$ cat src/rtl/multicycle_ctrl.sv
// rtl/multicycle_ctrl.sv - multi-cycle RV32I control FSM driving the PC updater
module multicycle_ctrl #(
   parameter logic [2:0] RESET_STATE = 3'd0,
   parameter int         CNT_W       = 32
) (
   input  logic             clk,
   input  logic             rstn,
   input  logic [31:0]      instr,
   input  logic             imem_ready,
   input  logic             dmem_ready,
   input  logic             alu_eq,
   input  logic             alu_lt,
   input  logic             alu_ltu,
   output logic             imem_req,
   output logic             ir_load,
   output logic             dmem_re,
   output logic             dmem_we,
   output logic             rf_we,
   output logic [1:0]       wb_sel,
   output logic             pc_load,
   output logic [1:0]       pc_src,
   output logic [2:0]       branch,
   output logic [2:0]       zero,
   output logic [2:0]       state,
   output logic             illegal,
   output logic [CNT_W-1:0] instret
);
   localparam logic [2:0] ST_FETCH  = 3'd0;
   localparam logic [2:0] ST_DECODE = 3'd1;
   localparam logic [2:0] ST_EXEC   = 3'd2;
   localparam logic [2:0] ST_MEM    = 3'd3;
   localparam logic [2:0] ST_WB     = 3'd4;
   localparam logic [2:0] ST_TRAP   = 3'd5;

   localparam logic [6:0] OP_REG   = 7'b0110011;
   localparam logic [6:0] OP_IMM   = 7'b0010011;
   localparam logic [6:0] OP_LUI   = 7'b0110111;
   localparam logic [6:0] OP_AUIPC = 7'b0010111;
   localparam logic [6:0] OP_LOAD  = 7'b0000011;
   localparam logic [6:0] OP_STORE = 7'b0100011;
   localparam logic [6:0] OP_BR    = 7'b1100011;
   localparam logic [6:0] OP_JAL   = 7'b1101111;
   localparam logic [6:0] OP_JALR  = 7'b1100111;

   logic [2:0]       state_q, state_d;
   logic [6:0]       op_q;
   logic [2:0]       f3_q;
   logic             illegal_q;
   logic [CNT_W-1:0] instret_q;

   logic is_br, is_ld, is_st, legal;

   assign is_br = (op_q == OP_BR);
   assign is_ld = (op_q == OP_LOAD);
   assign is_st = (op_q == OP_STORE);

   always_comb begin
      legal = 1'b0;
      case (op_q)
         OP_REG, OP_IMM, OP_LUI, OP_AUIPC,
         OP_LOAD, OP_STORE, OP_JAL, OP_JALR: legal = 1'b1;
         OP_BR:                              legal = (f3_q[2:1] != 2'b01);
         default:                            legal = 1'b0;
      endcase
   end

   always_ff @(posedge clk or negedge rstn) begin
      if (!rstn) begin
         state_q <= RESET_STATE;
      end else begin
         state_q <= state_d;
      end
   end

   always_comb begin
      state_d = state_q;
      case (state_q)
         ST_FETCH:  if (imem_ready) state_d = ST_DECODE;
         ST_DECODE: state_d = legal ? ST_EXEC : ST_TRAP;
         ST_EXEC: begin
            if (is_br)              state_d = ST_FETCH;
            else if (is_ld | is_st) state_d = ST_MEM;
            else                    state_d = ST_WB;
         end
         ST_MEM:    if (dmem_ready) state_d = is_ld ? ST_WB : ST_FETCH;
         ST_WB:     state_d = ST_FETCH;
         ST_TRAP:   state_d = ST_TRAP;
         default:   state_d = ST_FETCH;
      endcase
   end

   always_comb begin
      imem_req = 1'b0;
      ir_load  = 1'b0;
      dmem_re  = 1'b0;
      dmem_we  = 1'b0;
      rf_we    = 1'b0;
      wb_sel   = 2'd0;
      pc_load  = 1'b0;
      pc_src   = 2'd0;
      branch   = 3'b000;
      case (state_q)
         ST_FETCH: begin
            imem_req = 1'b1;
            ir_load  = imem_ready;
         end
         ST_EXEC: begin
            if (is_br) begin
               pc_load = 1'b1;
               case (f3_q[2:1])
                  2'b00:   branch = 3'b100;
                  2'b10:   branch = 3'b010;
                  2'b11:   branch = 3'b001;
                  default: branch = 3'b000;
               endcase
            end
         end
         ST_MEM: begin
            dmem_re = is_ld;
            dmem_we = is_st;
            pc_load = is_st & dmem_ready;
         end
         ST_WB: begin
            rf_we   = 1'b1;
            pc_load = 1'b1;
            case (op_q)
               OP_LOAD: wb_sel = 2'd1;
               OP_JAL:  begin wb_sel = 2'd2; pc_src = 2'd1; end
               OP_JALR: begin wb_sel = 2'd2; pc_src = 2'd2; end
               default: wb_sel = 2'd0;
            endcase
         end
         default: ;
      endcase
   end

   // Opcode/funct3 latch, trap flag and retirement counter
   always_ff @(posedge clk or negedge rstn) begin
      if (!rstn) begin
         op_q      <= 7'd0;
         f3_q      <= 3'd0;
         illegal_q <= 1'b0;
         instret_q <= '0;
      end else begin
         if (ir_load) begin
            op_q <= instr[6:0];
            f3_q <= instr[14:12];
         end
         if (state_d == ST_TRAP) illegal_q <= 1'b1;
         if (pc_load) instret_q <= instret_q + {{(CNT_W-1){1'b0}}, 1'b1};
      end
   end

   // Odd funct3 selects the inverted sense (bne/bge/bgeu)
   assign zero    = {alu_eq, alu_lt, alu_ltu} ^ {3{f3_q[0]}};
   assign state   = state_q;
   assign illegal = illegal_q;
   assign instret = instret_q;
endmodule
$ cat config.mk
export PLATFORM = sky130hd
export DESIGN_NAME = multicycle_ctrl
export DESIGN_NICKNAME = d
export VERILOG_FILES = /design/src/rtl/multicycle_ctrl.sv
export SDC_FILE = /design/constraint.sdc
export NUM_CORES = 1
export LEC_CHECK = 0
export CAP_MARGIN = 20
export CORE_MARGIN = 10
export CORE_UTILIZATION = 44
export DETAILED_ROUTE_END_ITERATION = 10
export GPL_ROUTABILITY_DRIVEN = 0
export PLACE_DENSITY = 0.82
export SLEW_MARGIN = 20
export SYNTH_ARGS = -nofsm -noshare
export SYNTH_HDL_FRONTEND = slang
export SYNTH_SLANG_ARGS = --single-unit
$ cat constraint.sdc
create_clock -name clk -period 2.3 [get_ports clk]
set_input_delay 0.46 -clock clk [delete_from_list [all_inputs] [get_ports clk]]
set_output_delay 0.46 -clock clk [all_outputs]
set_load 0.02 [all_outputs]
==> flow_metrics.tcl, run 1 <==
set metrics [dict create \
    irDropWorstVdd_uv 571 \
    power_frac_seq 0.411 \
    pwr-share-clk 0.205 \
    ant_nets 0 \
    fmax_ghz 0.435 \
    start_kind "flop" \
    reg2reg_from "op_q[6]" \
    grt_pass1_vias 1969 \
    place_worst_setup_slack_ns -0.372 \
    cp_max_fo 3 \
    endpoint_kind "output pin" \
    layout_common_cells "clkdlybuf4s50_1 (53), dfrtp_1 (46), buf_4 (30), xor2_1 (20), nand2_1 (19)" \
    synthAdderAreaFrac 0.00540 \
    crit_start "op_q[4]" \
    cts_tree "yes" \
    finalWorstSetupSlack_ns -0.000127 \
    ys_ff_latch 46 \
    max-cap-violations 0 \
    vias 1902 \
    synth_top_family_by_area "simple AND/OR/NAND/NOR gates" \
    syn_to_final_growth_pct 45.5 \
    cpPeakStageDelay_ns 0.38 \
    combPwrFrac 0.384 \
    synth_flop_cell "dfrtp_1" \
    drt_wl_total_um 5810 \
    avgViaCountPerCell 4.99 \
    io-pin-count 91 \
    post-dp-hpwl_um 4650 \
    die_x_um 92.6 \
    clk_pin_slew_ns 0.08 \
    antenna_found_initial 0 \
    status "finished, violations left" \
    crit_type "reg -> out" \
    layout_commonest_cell "clkdlybuf4s50_1" \
    power_mw 2.69 \
    critPathArrivalTime_ns 1.84 \
    final_hold_viol_count 0 \
    syn_inst 213 \
    r2r_slack_ns 0.25 \
    synth_edf_count 0 \
    synth.distinct_cells 47 \
    violations "setup timing" \
    worst_slew_pin_slew_ns 0.702 \
    p_sw_frac 0.328 \
    drive_above_1_share 0.215 \
    drt_first_pass_iters 4 \
    die_area_sq_um 8570 \
    synthSimpleGateAreaFrac 0.210 \
    whs_ns 0.209 \
    antenna_cells 0 \
    nNetsFinal 350 \
    clockRootBuffer "clkbuf_8" \
    grt_usage 0.140 \
    p_int_mw 1.81 \
    start_util 0.454 \
    cellPowerDensity_nw_per_um2 797 \
    p_leak_nw 1.55 \
    gr-total-overflow 0 \
    num_rows 26 \
    cts_hold_buf 0 \
    core_area_sq_um 5110 \
    synth.avg_cell_area_sq_um 10.9 \
    switchingPower_mw 0.881 \
    htreeDepth 2 \
    clock_path_buffers 2 \
    synth-xor-area-share 0.128 \
    rsz0062_at_grt "true" \
    cpMaxStageDelayCell "dfrtp_1" \
    drt_iter0_drc 69 \
    cp.required_ns 1.84 \
    synthMuxAreaShare 0.0529 \
    final.setup_skew_ns 0.00191 \
    async_flop_share 1.00 \
    period_share 1.00 \
    hold_path_class "in -> async" \
    wl_per_cell_um 15.3 \
    io_buffer_count 68 \
    min_period_ns 2.30 \
    synth_warnings 0 \
    grt_pass1_wl_um 9790 \
    remaining_drc_errors 0 \
    synth_compound_area_frac 0.0766 \
    worst_r2r_path_depth 7 \
    cts_buffers 5 \
    cts.sinks 46 \
    synthesis.area_sq_um 2320 \
    clock_latency_ns 0.29 \
    synth_nets 253 \
    relSlewSlack 0.532 \
    slew_violations 0 \
    crit_chain "nand4bb_4, or2_4, or3_4, nor3b_2, buf_4" \
    die_h_um 92.6 \
    grt_max_degree 33 \
    synth-seq-area-share 0.496 \
    finalSetupViolCount 1 \
    reg2reg_to "instret[29]" \
]
through the flow:
step / area, sq um / util / cells / setup TNS [ns]
2_1_floorplan: 2320 / - / 213 / 0
3_3_place_gp: 3230 / 0.633 / 370 / -0.959
3_5_place_dp: 3230 / 0.633 / 370 / -1.14
4_1_cts: 3360 / 0.657 / 380 / -0.00143
5_1_grt: 3370 / 0.660 / 381 / -0.222
6_report: 3370 / 0.660 / 381 / -0.000127
cell usage after synthesis (3+ instances only):
cell type | count | share of area
dfrtp_1 | 46 | 0.50
xor2_1 | 20 | 0.076
nand2_1 | 19 | 0.031
nor2_1 | 17 | 0.028
xnor2_1 | 14 | 0.053
inv_1 | 9 | 0.015
mux2_2 | 9 | 0.044
nand4_1 | 7 | 0.019
nor3_1 | 7 | 0.015
nand3_1 | 6 | 0.013
and3_1 | 4 | 0.011
and2_1 | 3 | 0.0081
and4_1 | 3 | 0.011
nand3b_1 | 3 | 0.0097
o21a_1 | 3 | 0.0097
or2_1 | 3 | 0.0081
power groups by stage:
stage	Combinational (mW)	Clock [mW]	Sequential [mW]
global placement	0.988	0	1.10
detailed placement	1.01	0	1.11
CTS	1.02	0.567	1.10
global route	1.12	0.602	1.13
finish	1.03	0.551	1.10
floorplan	0.441	0	1.18
per-layer routing:
layer | routed length [um] | vias to the layer above | track usage | part of all wire
met3 | 349 | 4 | 0.0452 | 0.060
met5 | 0 | - | 0 | 0
met1 | 2540 | 909 | 0.172 | 0.44
met4 | 32 | 0 | 0.0308 | 0.0055
met2 | 2890 | 50 | 0.234 | 0.50
li1 | - | 939 | - | -
worst max path at each step:
stage                     end  slack, ns  cells past startpoint
finish              branch[1]    -0.0001                      5
detailed placement    pc_load      -0.37                      5
floorplan           branch[2]       0.04                      4
CTS                 branch[1]     -0.001                      5
global route        branch[1]       -0.1                      5
global placement      pc_load      -0.37                      5
worst max-delay path: cells and delay by family, from the launching register on:
kind	cells	cell delay [ns]
flip-flops	1	0.38
buffers and inverters	1	0.16
AND/OR/NAND/NOR	4	1.02
what timing repair did:
action                     4_1_cts  5_1_grt
hold endpoints to repair         0        0
gates resized for setup         32       16
setup endpoints to repair       13        9
pin swaps                        4        3
buffers inserted                 2        1
registers in the layout, indices dropped and copies added (netlist names):
name     flops
f3_q         3
illegal      1
state        3
instret     32
op_q         7
logic make-up (layout without fill, tap and decap cells):
kind of cell | after synthesis | count (layout)
compound gates | 20 | 20
mux | 11 | 11
xor+xnor | 34 | 34
flops | 46 | 46
buf+inv | 15 | 113
fa+ha+maj | 1 | 1
simple gates | 86 | 86
layout make-up:
class	count	area, sq um
clock buffer	8	110
fill	433	1730
inverter	10	37.5
multi-input combinational	152	1130
sequential	46	1150
tap	70	87.6
timing repair buffer	95	852
(Power assumes the default switching activity.)
==> inputs of run 2 (changes only) <==
--- a/config.mk
+++ b/config.mk
@@ -11,6 +11,7 @@
 export DETAILED_ROUTE_END_ITERATION = 10
 export GPL_ROUTABILITY_DRIVEN = 0
 export PLACE_DENSITY = 0.82
+export SKIP_CTS_REPAIR_TIMING = 1
 export SLEW_MARGIN = 20
 export SYNTH_ARGS = -nofsm -noshare
 export SYNTH_HDL_FRONTEND = slang
==> flow_metrics.tcl, run 2 (same netlist as run 1, synthesis figures left out) <==
set metrics [dict create \
    status "completed" \
    finish.utilization 0.665 \
    finalSetupViolCount 0 \
    clock_latency_ns 0.29 \
    multi_input_area_sq_um 1130 \
    place_inst 370 \
    grt_pass1_wl_um 9600 \
    gr-total-overflow 0 \
    p_leak_nw 1.65 \
    r2r_slack_ns 0.25 \
    clk_pin_slew_ns 0.08 \
    crit_type "reg -> out" \
    cp.required_ns 1.84 \
    reg2reg_to "instret[29]" \
    drive_above_1_share 0.203 \
    final-seq-area_sq_um 1150 \
    endpoint_kind "output pin" \
    antenna_cells 0 \
    start_kind "flop" \
    grt_max_degree 33 \
    largest_reg_flops 32 \
    fmax_ghz 0.435 \
    irDropWorstVdd_uv 571 \
    syn_to_final_growth_pct 46.5 \
    die_h_um 92.6 \
    num_rows 26 \
    remaining_drc_errors 0 \
    layout_commonest_cell "clkdlybuf4s50_1" \
    rsz0062_at_grt "true" \
    slew_violations 0 \
    layout_common_cells "clkdlybuf4s50_1 (53), dfrtp_1 (46), buf_4 (29), xor2_1 (20), nand2_1 (19)" \
    final.fill_count 431 \
    core_area_sq_um 5110 \
    fin_cells 380 \
    worst_r2r_path_depth 7 \
    avgViaCountPerCell 5.01 \
    io-pin-count 91 \
    dpl_cell_area_sq_um 3230 \
    post-dp-hpwl_um 4650 \
    fin_area_sq_um 3400 \
    cts_tree "yes" \
    cts_buffers 5 \
    worst_slew_pin_slew_ns 0.702 \
    io_buffer_count 68 \
    cellPowerDensity_nw_per_um2 788 \
    start_util 0.454 \
    nNetsFinal 349 \
    final.setup_skew_ns 0.00181 \
    max-cap-violations 0 \
    cp_max_fo 3 \
    cts.sinks 46 \
    grt_usage 0.137 \
    drt_wl_total_um 5820 \
    antenna_found_initial 0 \
    relSlewSlack 0.532 \
    clock_path_buffers 2 \
    vias 1904 \
    reg2reg_from "op_q[6]" \
    die_x_um 92.6 \
    period_share 0.998 \
    drt_iter0_drc 75 \
    ant_nets 0 \
    die_area_sq_um 8570 \
    drt_first_pass_iters 4 \
    wl_per_cell_um 15.3 \
    htreeDepth 2 \
    clockRootBuffer "clkbuf_8" \
    min_period_ns 2.30 \
    grt_pass1_vias 1947 \
    hold_path_class "in -> async" \
    final_hold_viol_count 0 \
    critPathArrivalTime_ns 1.84 \
]
==> run 2: layout make-up <==
type                    instances  area share
flip-flops and latches         46       0.339
multi-input cells             152       0.332
repair buffers                 94       0.260
clock buffers                   8      0.0324
well taps                      70      0.0258
inverters                      10      0.0110
==> run 2: power breakdown <==
part	leakage, nW	internal (mW)	switching [mW]
clock network	0.0575	0.303	0.248
registers	0.587	0.951	0.154
logic	1.01	0.545	0.475
==> run 2: metrics by stage <==
step	power, mW	hold slack [ns]	worst slack [ns]	TNS, ns
after detailed placement	2.12	0.456	-0.372	-1.14
after global placement	2.09	0.443	-0.365	-0.959
after floorplan	1.62	0.164	0.0393	0
after CTS	2.67	0.219	-0.593	-3.71
final	2.68	0.209	0.00378	0
after global routing	2.85	0.259	-0.0884	-0.173
==> run 2: critical path, stage by stage, from the launching register on <==
cell and delay [ns]:
dfrtp_1 0.38, nand4bb_4 0.23, or2_1 0.25, or3_4 0.36
nor3b_2 0.17, buf_4 0.16
==> run 2: worst max-delay path by stage <==
stage / slack [ns] / to / from
after CTS: -0.59 / branch[1] / op_q[4]
after global routing: -0.09 / branch[1] / op_q[4]
after global placement: -0.37 / pc_load / dmem_ready
after detailed placement: -0.37 / pc_load / dmem_ready
after floorplan: 0.04 / branch[2] / op_q[4]
final: 0.004 / branch[1] / op_q[4]
==> run 2: layer usage <==
metal,up-vias,global-route usage,part of all wire
met1,911,0.169,0.44
met5,-,0,0
met4,0,0.0308,0.0055
met3,4,0.0452,0.053
li1,937,-,-
met2,52,0.228,0.50
==> inputs of run 3 (changes only) <==
--- a/config.mk
+++ b/config.mk
@@ -7,10 +7,11 @@
 export LEC_CHECK = 0
 export CAP_MARGIN = 20
 export CORE_MARGIN = 10
-export CORE_UTILIZATION = 44
+export CORE_UTILIZATION = 47
 export DETAILED_ROUTE_END_ITERATION = 10
 export GPL_ROUTABILITY_DRIVEN = 0
-export PLACE_DENSITY = 0.82
+export PLACE_DENSITY = 0.86
+export SETUP_SLACK_MARGIN = 0.4
 export SKIP_CTS_REPAIR_TIMING = 1
 export SLEW_MARGIN = 20
 export SYNTH_ARGS = -nofsm -noshare
==> constraint.sdc (replaced) <==
create_clock -name clk -period 2.66 [get_ports clk]
set_input_delay 0.532 -clock clk [delete_from_list [all_inputs] [get_ports clk]]
set_output_delay 0.532 -clock clk [all_outputs]
set_load 0.02 [all_outputs]
==> flow_metrics.tcl, run 3 (same netlist as run 1, synthesis figures left out) <==
set metrics [dict create \
    status "completed" \
    cpPeakStageDelay_ns 0.39 \
    finalSetupViolCount 0 \
    wl_met2_um 2820 \
    die_h_um 90.2 \
    crit_chain "nand4bb_4, or2_1, or3_4, nor3b_2, clkbuf_2" \
    rsz0062_at_grt "true" \
    vias 1889 \
    grt_pass1_wl_um 9430 \
    syn_to_final_growth_pct 41.2 \
    antenna_cells 0 \
    slew_violations 0 \
    p_leak_nw 1.54 \
    critPathArrivalTime_ns 1.86 \
    endpoint_kind "output pin" \
    htreeDepth 2 \
    final.setup_skew_ns 0.00540 \
    final_hold_viol_count 0 \
    clk_pin_slew_ns 0.08 \
    die_area_sq_um 8140 \
    hold_path_class "in -> async" \
    met3_length_um 376 \
    reg2reg_to "instret[11]" \
    r2r_slack_ns 0.51 \
    post-dp-hpwl_um 4240 \
    reg2reg_from "op_q[6]" \
    drt_first_pass_iters 4 \
    cp_top_family "simple AND/OR/NAND/NOR gates" \
    cp_max_fo 3 \
    cts_tree "yes" \
    min_period_ns 2.40 \
    clock_path_buffers 2 \
    cts.sinks 46 \
    crit_type "reg -> out" \
    drt_iter0_drc 76 \
    max-cap-violations 0 \
    antenna_found_initial 0 \
    drt_wl_total_um 5660 \
    critPathBufInv 1 \
    ant_nets 0 \
    io-pin-count 91 \
    gr-total-overflow 0 \
    cp.required_ns 2.13 \
    layout_commonest_cell "clkdlybuf4s50_1" \
    place_worst_setup_slack_ns -0.198 \
    finalWorstSetupSlack_ns 0.263 \
    remaining_drc_errors 0 \
    io_buffer_count 68 \
    fmax_ghz 0.417 \
    place_inst 355 \
    grt_max_degree 47 \
    cpMaxStageDelayCell "dfrtp_1" \
    cp.depth 5 \
    grt_usage 0.139 \
    cellPowerDensity_nw_per_um2 663 \
    start_util 0.488 \
    die_x_um 90.2 \
    fin_cells 364 \
    endpoint "branch[1]" \
    whs_ns 0.312 \
    finish.utilization 0.689 \
    crit_start "op_q[4]" \
    met1_length_um 2430 \
    period_share 0.901 \
    relSlewSlack 0.619 \
    nNetsFinal 337 \
    clockRootBuffer "clkbuf_8" \
    num_rows 25 \
    grt_pass1_vias 1883 \
    wl_per_cell_um 15.6 \
    power_mw 2.17 \
    irDropWorstVdd_uv 497 \
    worst_slew_pin_slew_ns 0.571 \
    start_kind "flop" \
    avgViaCountPerCell 5.19 \
    worst_r2r_path_depth 7 \
    clock_latency_ns 0.29 \
    cts_buffers 5 \
    drive_above_1_share 0.189 \
    largest_reg_flops 32 \
    core_area_sq_um 4750 \
    maxUsedRoutingLayer "met4" \
    layout_common_cells "clkdlybuf4s50_1 (50), dfrtp_1 (44), xor2_1 (20), nand2_1 (19), buf_4 (17)" \
]
## run 3: through the flow
stage / area [sq um] / setup TNS (ns)
after floorplan: 2330 / 0
after global routing: 3270 / 0
after global placement: 3150 / -0.173
final: 3270 / 0
after CTS: 3220 / -1.08
after detailed placement: 3150 / -0.198
## run 3: layer usage
metal | vias to the layer above | track usage
met5 | - | 0
met4 | 0 | 0.0318
met3 | 5 | 0.0499
met2 | 58 | 0.234
met1 | 920 | 0.164
li1 | 906 | -
## run 3: power by group
group / internal, mW / switching [mW] / total (mW) / leakage (nW)
Sequential: 0.825 / 0.146 / 0.971 / 0.585
Combinational: 0.405 / 0.401 / 0.806 / 0.914
Clock: 0.181 / 0.214 / 0.395 / 0.0383
## run 3: worst min path at each step
stage	startpoint	to	slack (ns)
after global routing	rstn	state[1]	0.36
after detailed placement	illegal	illegal	0.45
after floorplan	rstn	f3_q[0]	0.24
after global placement	illegal	illegal	0.45
final	rstn	state[1]	0.31
after CTS	rstn	f3_q[2]	0.34
## run 3: area by class of cell
class,instances,area [sq um]
Clock buffer,7,76.3
Inverter,10,37.5
Fill cell,384,1480
Multi-Input combinational cell,152,1150
Sequential cell,46,1150
Tap cell,67,83.8
Timing Repair Buffer,82,776
## run 3: worst reg2reg max path, cell delays in order, from the launching register on
cell,delay [ns]
dfrtp_2,0.47
nand3b_1,0.23
a2111oi_4,0.39
buf_4,0.16
buf_4,0.12
o21a_1,0.31
and4_1,0.26
xor2_1,0.14
